--- src/rtl/branch_control_sequencer_if.sv ---
// rtl/branch_control_sequencer_if.sv - control-strobe bundle between the branch sequencer and its datapath
interface branch_control_sequencer_if #(
    parameter int DATA_WIDTH = 32
);
    logic                  start;
    logic [DATA_WIDTH-1:0] ir;
    logic [DATA_WIDTH-1:0] bus_in;

    logic       PCout;
    logic       MARin;
    logic       Zin;
    logic       Zlowout;
    logic       PCin;
    logic       Read;
    logic       MDRin;
    logic       MDRout;
    logic       IRin;
    logic       Gra;
    logic       Rout;
    logic       CONin;
    logic       Yin;
    logic       Cout;
    logic [4:0] alu_op;
    logic       busy;
    logic       done;
    logic       taken;
    logic       unsupported;

    // Datapath side: issues start and presents ir/bus, consumes strobes.
    modport master (
        output start, ir, bus_in,
        input  PCout, MARin, Zin, Zlowout, PCin, Read, MDRin, MDRout, IRin,
        input  Gra, Rout, CONin, Yin, Cout, alu_op, busy, done, taken, unsupported
    );

    // Sequencer side.
    modport slave (
        input  start, ir, bus_in,
        output PCout, MARin, Zin, Zlowout, PCin, Read, MDRin, MDRout, IRin,
        output Gra, Rout, CONin, Yin, Cout, alu_op, busy, done, taken, unsupported
    );
endinterface

--- src/rtl/branch_control_sequencer.sv ---
// rtl/branch_control_sequencer.sv - fetch plus conditional-branch control sequencer
module branch_control_sequencer #(
    parameter int         DATA_WIDTH  = 32,
    parameter int         WAIT_STATES = 0,
    parameter logic [4:0] BR_OPCODE   = 5'b10011,
    parameter logic [4:0] ALU_INC     = 5'd12,
    parameter logic [4:0] ALU_ADD     = 5'd2
) (
    input  logic                      clk,
    input  logic                      clr,
    branch_control_sequencer_if.slave bus
);

    localparam logic [3:0] WS = 4'(WAIT_STATES);

    typedef enum logic [2:0] {IDLE, T0, T1, T2, T3, T4, T5, T6} state_t;

    state_t     state;
    logic [3:0] wait_cnt;
    logic       con_ff;
    logic       unsup_q;
    logic       br_match;
    logic       cond;

    assign br_match = (bus.ir[DATA_WIDTH-1 -: 5] == BR_OPCODE);

    always_comb begin
        cond = 1'b0;
        case (bus.ir[20:19])
            2'b00:   cond = (bus.bus_in == '0);
            2'b01:   cond = (bus.bus_in != '0);
            2'b10:   cond = ~bus.bus_in[DATA_WIDTH-1];
            default: cond = bus.bus_in[DATA_WIDTH-1];
        endcase
    end

    always_ff @(posedge clk or posedge clr) begin
        if (clr) begin
            state    <= IDLE;
            wait_cnt <= 4'd0;
            con_ff   <= 1'b0;
            unsup_q  <= 1'b0;
        end else begin
            unsup_q <= 1'b0;
            case (state)
                IDLE: if (bus.start) state <= T0;
                T0: begin
                    state    <= T1;
                    wait_cnt <= WS;
                end
                // Memory read is held here until the wait counter drains.
                T1: begin
                    if (wait_cnt == 4'd0) state <= T2;
                    else                  wait_cnt <= wait_cnt - 4'd1;
                end
                T2: state <= T3;
                T3: begin
                    if (br_match) begin
                        con_ff <= cond;
                        state  <= T4;
                    end else begin
                        unsup_q <= 1'b1;
                        state   <= IDLE;
                    end
                end
                T4:      state <= T5;
                T5:      state <= T6;
                T6:      state <= IDLE;
                default: state <= IDLE;
            endcase
        end
    end

    always_comb begin
        bus.PCout   = 1'b0;
        bus.MARin   = 1'b0;
        bus.Zin     = 1'b0;
        bus.Zlowout = 1'b0;
        bus.PCin    = 1'b0;
        bus.Read    = 1'b0;
        bus.MDRin   = 1'b0;
        bus.MDRout  = 1'b0;
        bus.IRin    = 1'b0;
        bus.Gra     = 1'b0;
        bus.Rout    = 1'b0;
        bus.CONin   = 1'b0;
        bus.Yin     = 1'b0;
        bus.Cout    = 1'b0;
        bus.alu_op  = 5'd0;
        bus.done    = 1'b0;
        bus.taken   = 1'b0;
        case (state)
            T0: begin
                bus.PCout  = 1'b1;
                bus.MARin  = 1'b1;
                bus.Zin    = 1'b1;
                bus.alu_op = ALU_INC;
            end
            T1: begin
                bus.Read  = 1'b1;
                bus.MDRin = 1'b1;
                // The incremented PC is committed once, on the first read cycle.
                bus.Zlowout = (wait_cnt == WS);
                bus.PCin    = (wait_cnt == WS);
            end
            T2: begin
                bus.MDRout = 1'b1;
                bus.IRin   = 1'b1;
            end
            T3: begin
                bus.Gra   = br_match;
                bus.Rout  = br_match;
                bus.CONin = br_match;
            end
            T4: begin
                bus.PCout = 1'b1;
                bus.Yin   = 1'b1;
            end
            T5: begin
                bus.Cout   = 1'b1;
                bus.Zin    = 1'b1;
                bus.alu_op = ALU_ADD;
            end
            T6: begin
                bus.Zlowout = con_ff;
                bus.PCin    = con_ff;
                bus.taken   = con_ff;
                bus.done    = 1'b1;
            end
            default: ;
        endcase
    end

    assign bus.busy        = (state != IDLE);
    assign bus.unsupported = unsup_q;

endmodule

--- src/flat_wrapper.sv ---
// flat-port wrapper written by rule: the top's interface ports become plain ports
module branch_control_sequencer_flat 
#(
    parameter int         DATA_WIDTH  = 32,
    parameter int         WAIT_STATES = 0,
    parameter logic [4:0] BR_OPCODE   = 5'b10011,
    parameter logic [4:0] ALU_INC     = 5'd12,
    parameter logic [4:0] ALU_ADD     = 5'd2
)
  (clk, clr, bus_start, bus_ir, bus_bus_in, bus_PCout, bus_MARin, bus_Zin, bus_Zlowout, bus_PCin, bus_Read, bus_MDRin, bus_MDRout, bus_IRin, bus_Gra, bus_Rout, bus_CONin, bus_Yin, bus_Cout, bus_alu_op, bus_busy, bus_done, bus_taken, bus_unsupported);
  branch_control_sequencer_if #(.DATA_WIDTH(DATA_WIDTH)) bus_i ();
  input  logic clk;
  input  logic clr;
  input wire logic [$bits(bus_i.start)-1:0] bus_start;
  input wire logic [$bits(bus_i.ir)-1:0] bus_ir;
  input wire logic [$bits(bus_i.bus_in)-1:0] bus_bus_in;
  output wire logic [$bits(bus_i.PCout)-1:0] bus_PCout;
  output wire logic [$bits(bus_i.MARin)-1:0] bus_MARin;
  output wire logic [$bits(bus_i.Zin)-1:0] bus_Zin;
  output wire logic [$bits(bus_i.Zlowout)-1:0] bus_Zlowout;
  output wire logic [$bits(bus_i.PCin)-1:0] bus_PCin;
  output wire logic [$bits(bus_i.Read)-1:0] bus_Read;
  output wire logic [$bits(bus_i.MDRin)-1:0] bus_MDRin;
  output wire logic [$bits(bus_i.MDRout)-1:0] bus_MDRout;
  output wire logic [$bits(bus_i.IRin)-1:0] bus_IRin;
  output wire logic [$bits(bus_i.Gra)-1:0] bus_Gra;
  output wire logic [$bits(bus_i.Rout)-1:0] bus_Rout;
  output wire logic [$bits(bus_i.CONin)-1:0] bus_CONin;
  output wire logic [$bits(bus_i.Yin)-1:0] bus_Yin;
  output wire logic [$bits(bus_i.Cout)-1:0] bus_Cout;
  output wire logic [$bits(bus_i.alu_op)-1:0] bus_alu_op;
  output wire logic [$bits(bus_i.busy)-1:0] bus_busy;
  output wire logic [$bits(bus_i.done)-1:0] bus_done;
  output wire logic [$bits(bus_i.taken)-1:0] bus_taken;
  output wire logic [$bits(bus_i.unsupported)-1:0] bus_unsupported;
  assign bus_i.start = bus_start;
  assign bus_i.ir = bus_ir;
  assign bus_i.bus_in = bus_bus_in;
  assign bus_PCout = bus_i.PCout;
  assign bus_MARin = bus_i.MARin;
  assign bus_Zin = bus_i.Zin;
  assign bus_Zlowout = bus_i.Zlowout;
  assign bus_PCin = bus_i.PCin;
  assign bus_Read = bus_i.Read;
  assign bus_MDRin = bus_i.MDRin;
  assign bus_MDRout = bus_i.MDRout;
  assign bus_IRin = bus_i.IRin;
  assign bus_Gra = bus_i.Gra;
  assign bus_Rout = bus_i.Rout;
  assign bus_CONin = bus_i.CONin;
  assign bus_Yin = bus_i.Yin;
  assign bus_Cout = bus_i.Cout;
  assign bus_alu_op = bus_i.alu_op;
  assign bus_busy = bus_i.busy;
  assign bus_done = bus_i.done;
  assign bus_taken = bus_i.taken;
  assign bus_unsupported = bus_i.unsupported;
  branch_control_sequencer #(.DATA_WIDTH(DATA_WIDTH), .WAIT_STATES(WAIT_STATES), .BR_OPCODE(BR_OPCODE), .ALU_INC(ALU_INC), .ALU_ADD(ALU_ADD)) u_core (.clk(clk), .clr(clr), .bus(bus_i));
endmodule
--- config.mk ---
export PLATFORM = sky130hd
export DESIGN_NAME = branch_control_sequencer_flat
export DESIGN_NICKNAME = d
export VERILOG_FILES = /design/src/rtl/branch_control_sequencer_if.sv /design/src/rtl/branch_control_sequencer.sv /design/src/flat_wrapper.sv
export SDC_FILE = /design/constraint.sdc
export NUM_CORES = 1
export LEC_CHECK = 0
export ABC_AREA = 1
export CAP_MARGIN = 10
export CELL_PAD_IN_SITES_DETAIL_PLACEMENT = 0
export CELL_PAD_IN_SITES_GLOBAL_PLACEMENT = 1
export CORE_MARGIN = 4
export CORE_UTILIZATION = 18
export CTS_BUF_LIST = sky130_fd_sc_hd__clkbuf_4 sky130_fd_sc_hd__clkbuf_8
export DETAILED_ROUTE_END_ITERATION = 8
export PLACE_DENSITY = 0.85
export SYNTH_ARGS = -nofsm -noshare
export SYNTH_HDL_FRONTEND = slang
export SYNTH_SLANG_ARGS = --single-unit
--- constraint.sdc ---
create_clock -name clk -period 2.4 [get_ports clk]
set_clock_uncertainty 0.05 [all_clocks]
set_input_delay 0.24 -clock clk [delete_from_list [all_inputs] [get_ports clk]]
set_output_delay 0.24 -clock clk [all_outputs]
set_load 0.005 [all_outputs]
==> impl_metrics.env <==
export IMPL_outcome="finished clean"
export IMPL_wire_per_inst_um=9.27
export IMPL_fin_util=0.340
export IMPL_core_area_um2=4380
export IMPL_drtAntennaViolNets=0
export IMPL_finalCritPeriodShare=0.922
export IMPL_drive_above_1_share=0.0601
export IMPL_fin_ws_ps=188
export IMPL_tns_ps=0
export IMPL_ctsResizeCount=0
export IMPL_cts_sink_count=9
export IMPL_hold_viol_final=0
export IMPL_setup_violations=0
export IMPL_portBuffers=62
export IMPL_cts_htree_levels=1
export IMPL_crit_fanout=6
export IMPL_dieHeight_um=75.6
export IMPL_worstPathRequired_ps=2110
export IMPL_async_flop_share=1.00
export IMPL_drtIter0Drc=6
export IMPL_final_max_slew_viol_count=0
export IMPL_initial_core_util=0.187
export IMPL_clk_pin_slew_ps=50
export IMPL_vias=909
export IMPL_final_common_cell="clkdlybuf4s50_1"
export IMPL_synth_cells=125
export IMPL_synth_distinct_cells=21
export IMPL_arrival_ps=1920
export IMPL_cts_tree="yes"
export IMPL_clock_path_buffers=2
export IMPL_worstReg2RegEnd="u_core.state[0]"
export IMPL_root_buffer="clkbuf_8"
export IMPL_fmax_mhz=452
export IMPL_synthesis_area_um2=822
export IMPL_placedInstanceArea_um2=1440
export IMPL_dp_worst_setup_slack_ps=222
export IMPL_grt_pass1_wl_mm=3.54
export IMPL_post_route_min_period_ps=2210
export IMPL_n_fill_cell=485
export IMPL_dieArea_um2=5710
export IMPL_whs_ps=230
export IMPL_power_density_nw_per_um2=805
export IMPL_ys_seq_elements=9
export IMPL_hold_path_class="in2async"
export IMPL_avgSynthCellArea_um2=6.58
export IMPL_grt_overflow=0
export IMPL_antenna_found_initial=0
export IMPL_place_gp_congestion=0.715
export IMPL_synth_edf_count=0
export IMPL_yosysSeqAreaShare=0.274
export IMPL_dr_pass1_iters=4
export IMPL_vias_per_cell=3.87
export IMPL_grt_pass1_vias=891
export IMPL_track_usage=0.0781
export IMPL_cap_violations=0
export IMPL_post_cts_setup_buffers=0
export IMPL_tritoncts_num_buffers=3
export IMPL_io_pins=90
export IMPL_rows=24
export IMPL_die_x_um=75.6
export IMPL_ys_warn_count=0
export IMPL_final_cell_mix="62 x clkdlybuf4s50_1, 26 x nor2_1, 22 x nand2_1"
export IMPL_p_leak_nw=0.687
export IMPL_rsz0062_at_grt="false"
export IMPL_grt_max_degree=10
export IMPL_layout_area_overhead_vs_synth_pct=81.6
export IMPL_reg2regPathDepth=9
export IMPL_vdd_drop_max_mv=0.279
export IMPL_drc=0
export IMPL_synth_ff_type="dfrtp_1"
export IMPL_clock_latency_ps=230
export IMPL_critical_path_class="reg2out"
export IMPL_start_kind="flip-flop"
export IMPL_rr_startpoint="u_core.state[1]"
export IMPL_post_route_cell_area_um2=1490
export IMPL_nets=258
export IMPL_routed_wl_mm=2.18
export IMPL_dpl_hpwl_mm=1.99
export IMPL_num_antenna_cells=0
export IMPL_end_kind="output pin"
export IMPL_r2r_slack_ps=770
export IMPL_holdBufCountCts=0
## report_power, final
group	switching [mW]	internal, mW	total (mW)
registers	0.0415	0.207	0.249
clock network	0.0590	0.127	0.186
logic	0.359	0.408	0.767
total	0.459	0.743	1.20
## cell usage after synthesis, types with 2 or more instances
master | instances | area [µm²]
a21oi_1 | 3 | 15.0
buf_4 | 9 | 67.6
dfrtp_1 | 9 | 225
ha_1 | 7 | 87.6
inv_1 | 19 | 71.3
inv_2 | 3 | 11.3
nand2_1 | 22 | 82.6
nand3_1 | 8 | 40.0
nor2_1 | 26 | 97.6
nor3_1 | 5 | 25.0
o21ai_0 | 3 | 15.0
o21ai_2 | 2 | 17.5
## sequential cells by signal, summed over array words and instances, names as in the netlist
register                count
u_core.wait_cnt             4
u_core.state                3
u_core.bus.unsupported      1
u_core.con_ff               1
## stage by stage
stage | instances | power [mW]
after floorplan | 126 | 0.705
after global placement | 231 | 1.03
after detailed placement | 231 | 1.03
after CTS | 235 | 1.22
after global routing | 235 | 1.34
final | 235 | 1.20
## per-layer routing
layer,vias up,part of all wire,global-route usage
li1,490,-,-
met1,386,0.39,0.0935
met2,33,0.52,0.139
met3,0,0.085,0.0251
met4,0,0,0.0117
met5,-,0,0
## worst max-delay path, cell delays in order, from the launching register on
cell,delay [ps]
dfrtp_1,390
inv_1,120
ha_1,170
inv_1,40
nor2_1,330
inv_2,80
nand2_1,70
clkdlybuf4s50_1,490
## area by class of cell
type / count / area, µm² / share of cell area
multi-input cells: 86 / 450 / 0.302
clock buffers: 4 / 48.8 / 0.0327
repair buffers: 62 / 621 / 0.416
flip-flops and latches: 9 / 225 / 0.151
inverters: 22 / 82.6 / 0.0553
well taps: 52 / 65.1 / 0.0436
## how the worst max path moves through the flow
stage / start / end / slack [ps] / depth (start not counted)
2_1_floorplan: u_core.state[1] / u_core.state[0] / 910 / 9
3_3_place_gp: bus_ir[28] / bus_Gra / 260 / 6
3_5_place_dp: bus_ir[27] / bus_Gra / 220 / 6
4_1_cts: u_core.state[1] / bus_Zin / 140 / 7
5_1_grt: u_core.state[1] / bus_Zin / 10 / 7
6_report: u_core.state[1] / bus_Zin / 190 / 7
## cell families after synthesis
| logic type | after synthesis | synth area share |
|---|---|---|
| simple gates | 65 | 0.335 |
| fa+ha+maj | 7 | 0.107 |
| xor+xnor | 1 | 0.0107 |
| compound gates | 10 | 0.0746 |
| buf+inv | 31 | 0.183 |
| other cells | 1 | 0.00456 |
| mux | 1 | 0.0122 |
| flops | 9 | 0.274 |
(Power assumes the default switching activity.)
==> patch (config.mk and constraints unchanged) <==
Re-encode `state_t` (8 states) as Gray code, 3 bits wide.
--- a/src/rtl/branch_control_sequencer.sv
+++ b/src/rtl/branch_control_sequencer.sv
@@ -13,7 +13,7 @@
 
     localparam logic [3:0] WS = 4'(WAIT_STATES);
 
-    typedef enum logic [2:0] {IDLE, T0, T1, T2, T3, T4, T5, T6} state_t;
+    typedef enum logic [2:0] {IDLE = 3'b000, T0 = 3'b001, T1 = 3'b011, T2 = 3'b010, T3 = 3'b110, T4 = 3'b111, T5 = 3'b101, T6 = 3'b100} state_t;
 
     state_t     state;
     logic [3:0] wait_cnt;
Check against the original RTL: same outputs for any inputs over 10 cycles, from zero or initial values; not proved beyond that.
==> patch against the unedited design <==
Global-route usage is 0.51 points higher. Final area shrank 6.3%. Power fell by 11%. Area after synthesis is 11% lower. Critical path depth down 2. Via count shrank 6.9%. Die area decreased by 9.7%. Routed wire length down 1.8%. Sequential power up 8.4%. Sequential cell count is the same. Maximum frequency is 3.8% higher. Setup slack better by 0.081 ns. Critical endpoint is now bus_PCout. Largest power group unchanged.
==> patch: results (changes against the unedited design) <==
- Drt first pass iters: 4 (unchanged)
- Critical path's largest stage delay: 0.47 ns (-0.02 ns)
- WL/cell: 9.90 um (+6.8%)
- Synth cell types: 21 (unchanged)
- Status: finished clean
- H-Tree Depth: 1 (unchanged)
- Post-DP HPWL: 1920 um (-3.5%)
- Sw Ratio: 0.360 (-0.0219)
- Top routing layer in use: met4
- Primary FF master, synth: dfrtp_1
- Post_cts resized: 0 (unchanged)
- CP max-delay cell: dfrtp_1
- Peak VDD IR: 0.000228 V (-18%)
- Initial antenna violation count: 0 (unchanged)
- Postcts setup bufs: 0 (unchanged)
- Leak: 0.613 nW (-11%)
- Combinational Power Share: 0.571 (-0.067)
- Met3 WL: 194 um (+4.9%)
- Largest net degree at the start of global routing: 10 (unchanged)
- Gr usage total: 0.0832 (+0.00508)
- Critical path arrival: 1.84 ns (-0.08 ns)
- Sequential power share: 0.252 (+0.045)
- Share of cells above drive strength 1: 0.0952 (+0.0351)
- Power Sequential: 0.270 mW (+8.4%)
- Number of CTS-inserted buffers: 3 (unchanged)
- Antenna Cells: 0 (unchanged)
- M1 GR Usage: 0.0824 (-0.0111)
- Met2 GRT Util: 0.152 (+0.0130)
- DR vias/cell: 3.92 (+1.3%)
- First-pass GRT wire length: 3300 um (-6.8%)
- CP max FO: 7 (+1)
- Post-synthesis sequential area ratio: 0.307 (+0.0332)
- GP Congestion: 0.797 (+11%)
- Post-synth top cells: nor2_1, nand2_1, buf_4, inv_1, dfrtp_1
- Final #Nets: 238 (-7.8%)
- Top cells by area, synth: dfrtp_1, nor2_1, nand2_1
- Port Buffers: 62 (unchanged)
- Grt met3 use: 0.0238 (-0.00122)
- Clock Path Buffers: 2 (unchanged)
- M1 wire length: 754 um (-11%)
- Vias in the first global route: 769 (-14%)
- Initial DRC Count: 41 (+35)
- Asr flop ratio synth: 1.00 (unchanged)
patch: layout make-up:
type,instances,area (sq um)
fill,415,2400
timing repair buffer,63,628
multi-input combinational,79,388
sequential,9,225
tap,48,60.1
clock buffer,4,48.8
inverter,13,48.8
patch: cells by family (layout without fill, tap and decap cells):
family | Yosys count | in the layout | synth area share
AO/OA/AOI/OAI | 7 | 7 | 0.0529
XOR/XNOR | 1 | 1 | 0.0119
buffers and inverters | 23 | 80 | 0.169
other | 1 | 2 | 0.00511
flip-flops | 9 | 9 | 0.307
AND/OR/NAND/NOR | 67 | 67 | 0.420
adder cells (fa/ha/maj) | 2 | 2 | 0.0341
patch: final timing paths:
path                       cells after the start                        start                          endpoint  slack (ns)
setup / recovery                               5  u_core.state[2]$_DFFE_PP0P_                         bus_PCout        0.27
hold / removal                                 2                          clr    u_core.wait_cnt[2]$_DFFE_PP0P_        0.22
setup reg to reg                               8  u_core.state[2]$_DFFE_PP0P_    u_core.wait_cnt[3]$_DFFE_PP0P_        0.96
hold reg to reg                                2    u_core.con_ff$_DFFE_PP0P_         u_core.con_ff$_DFFE_PP0P_        0.44
max in group asynchronous                      2                          clr  u_core.bus.unsupported$_DFF_PP0_        1.83
min in group clk                               2    u_core.con_ff$_DFFE_PP0P_         u_core.con_ff$_DFFE_PP0P_        0.44
patch: metrics by stage:
stage	worst slack [ns]	hold WS [ns]	instance area (sq um)	cells	util
2_1_floorplan	1.06	0.0179	737	111	-
3_3_place_gp	0.293	0.424	1350	212	0.355
3_5_place_dp	0.261	0.430	1350	212	0.355
4_1_cts	0.251	0.232	1400	216	0.368
5_1_grt	0.0884	0.267	1400	216	0.368
6_report	0.268	0.216	1400	216	0.368
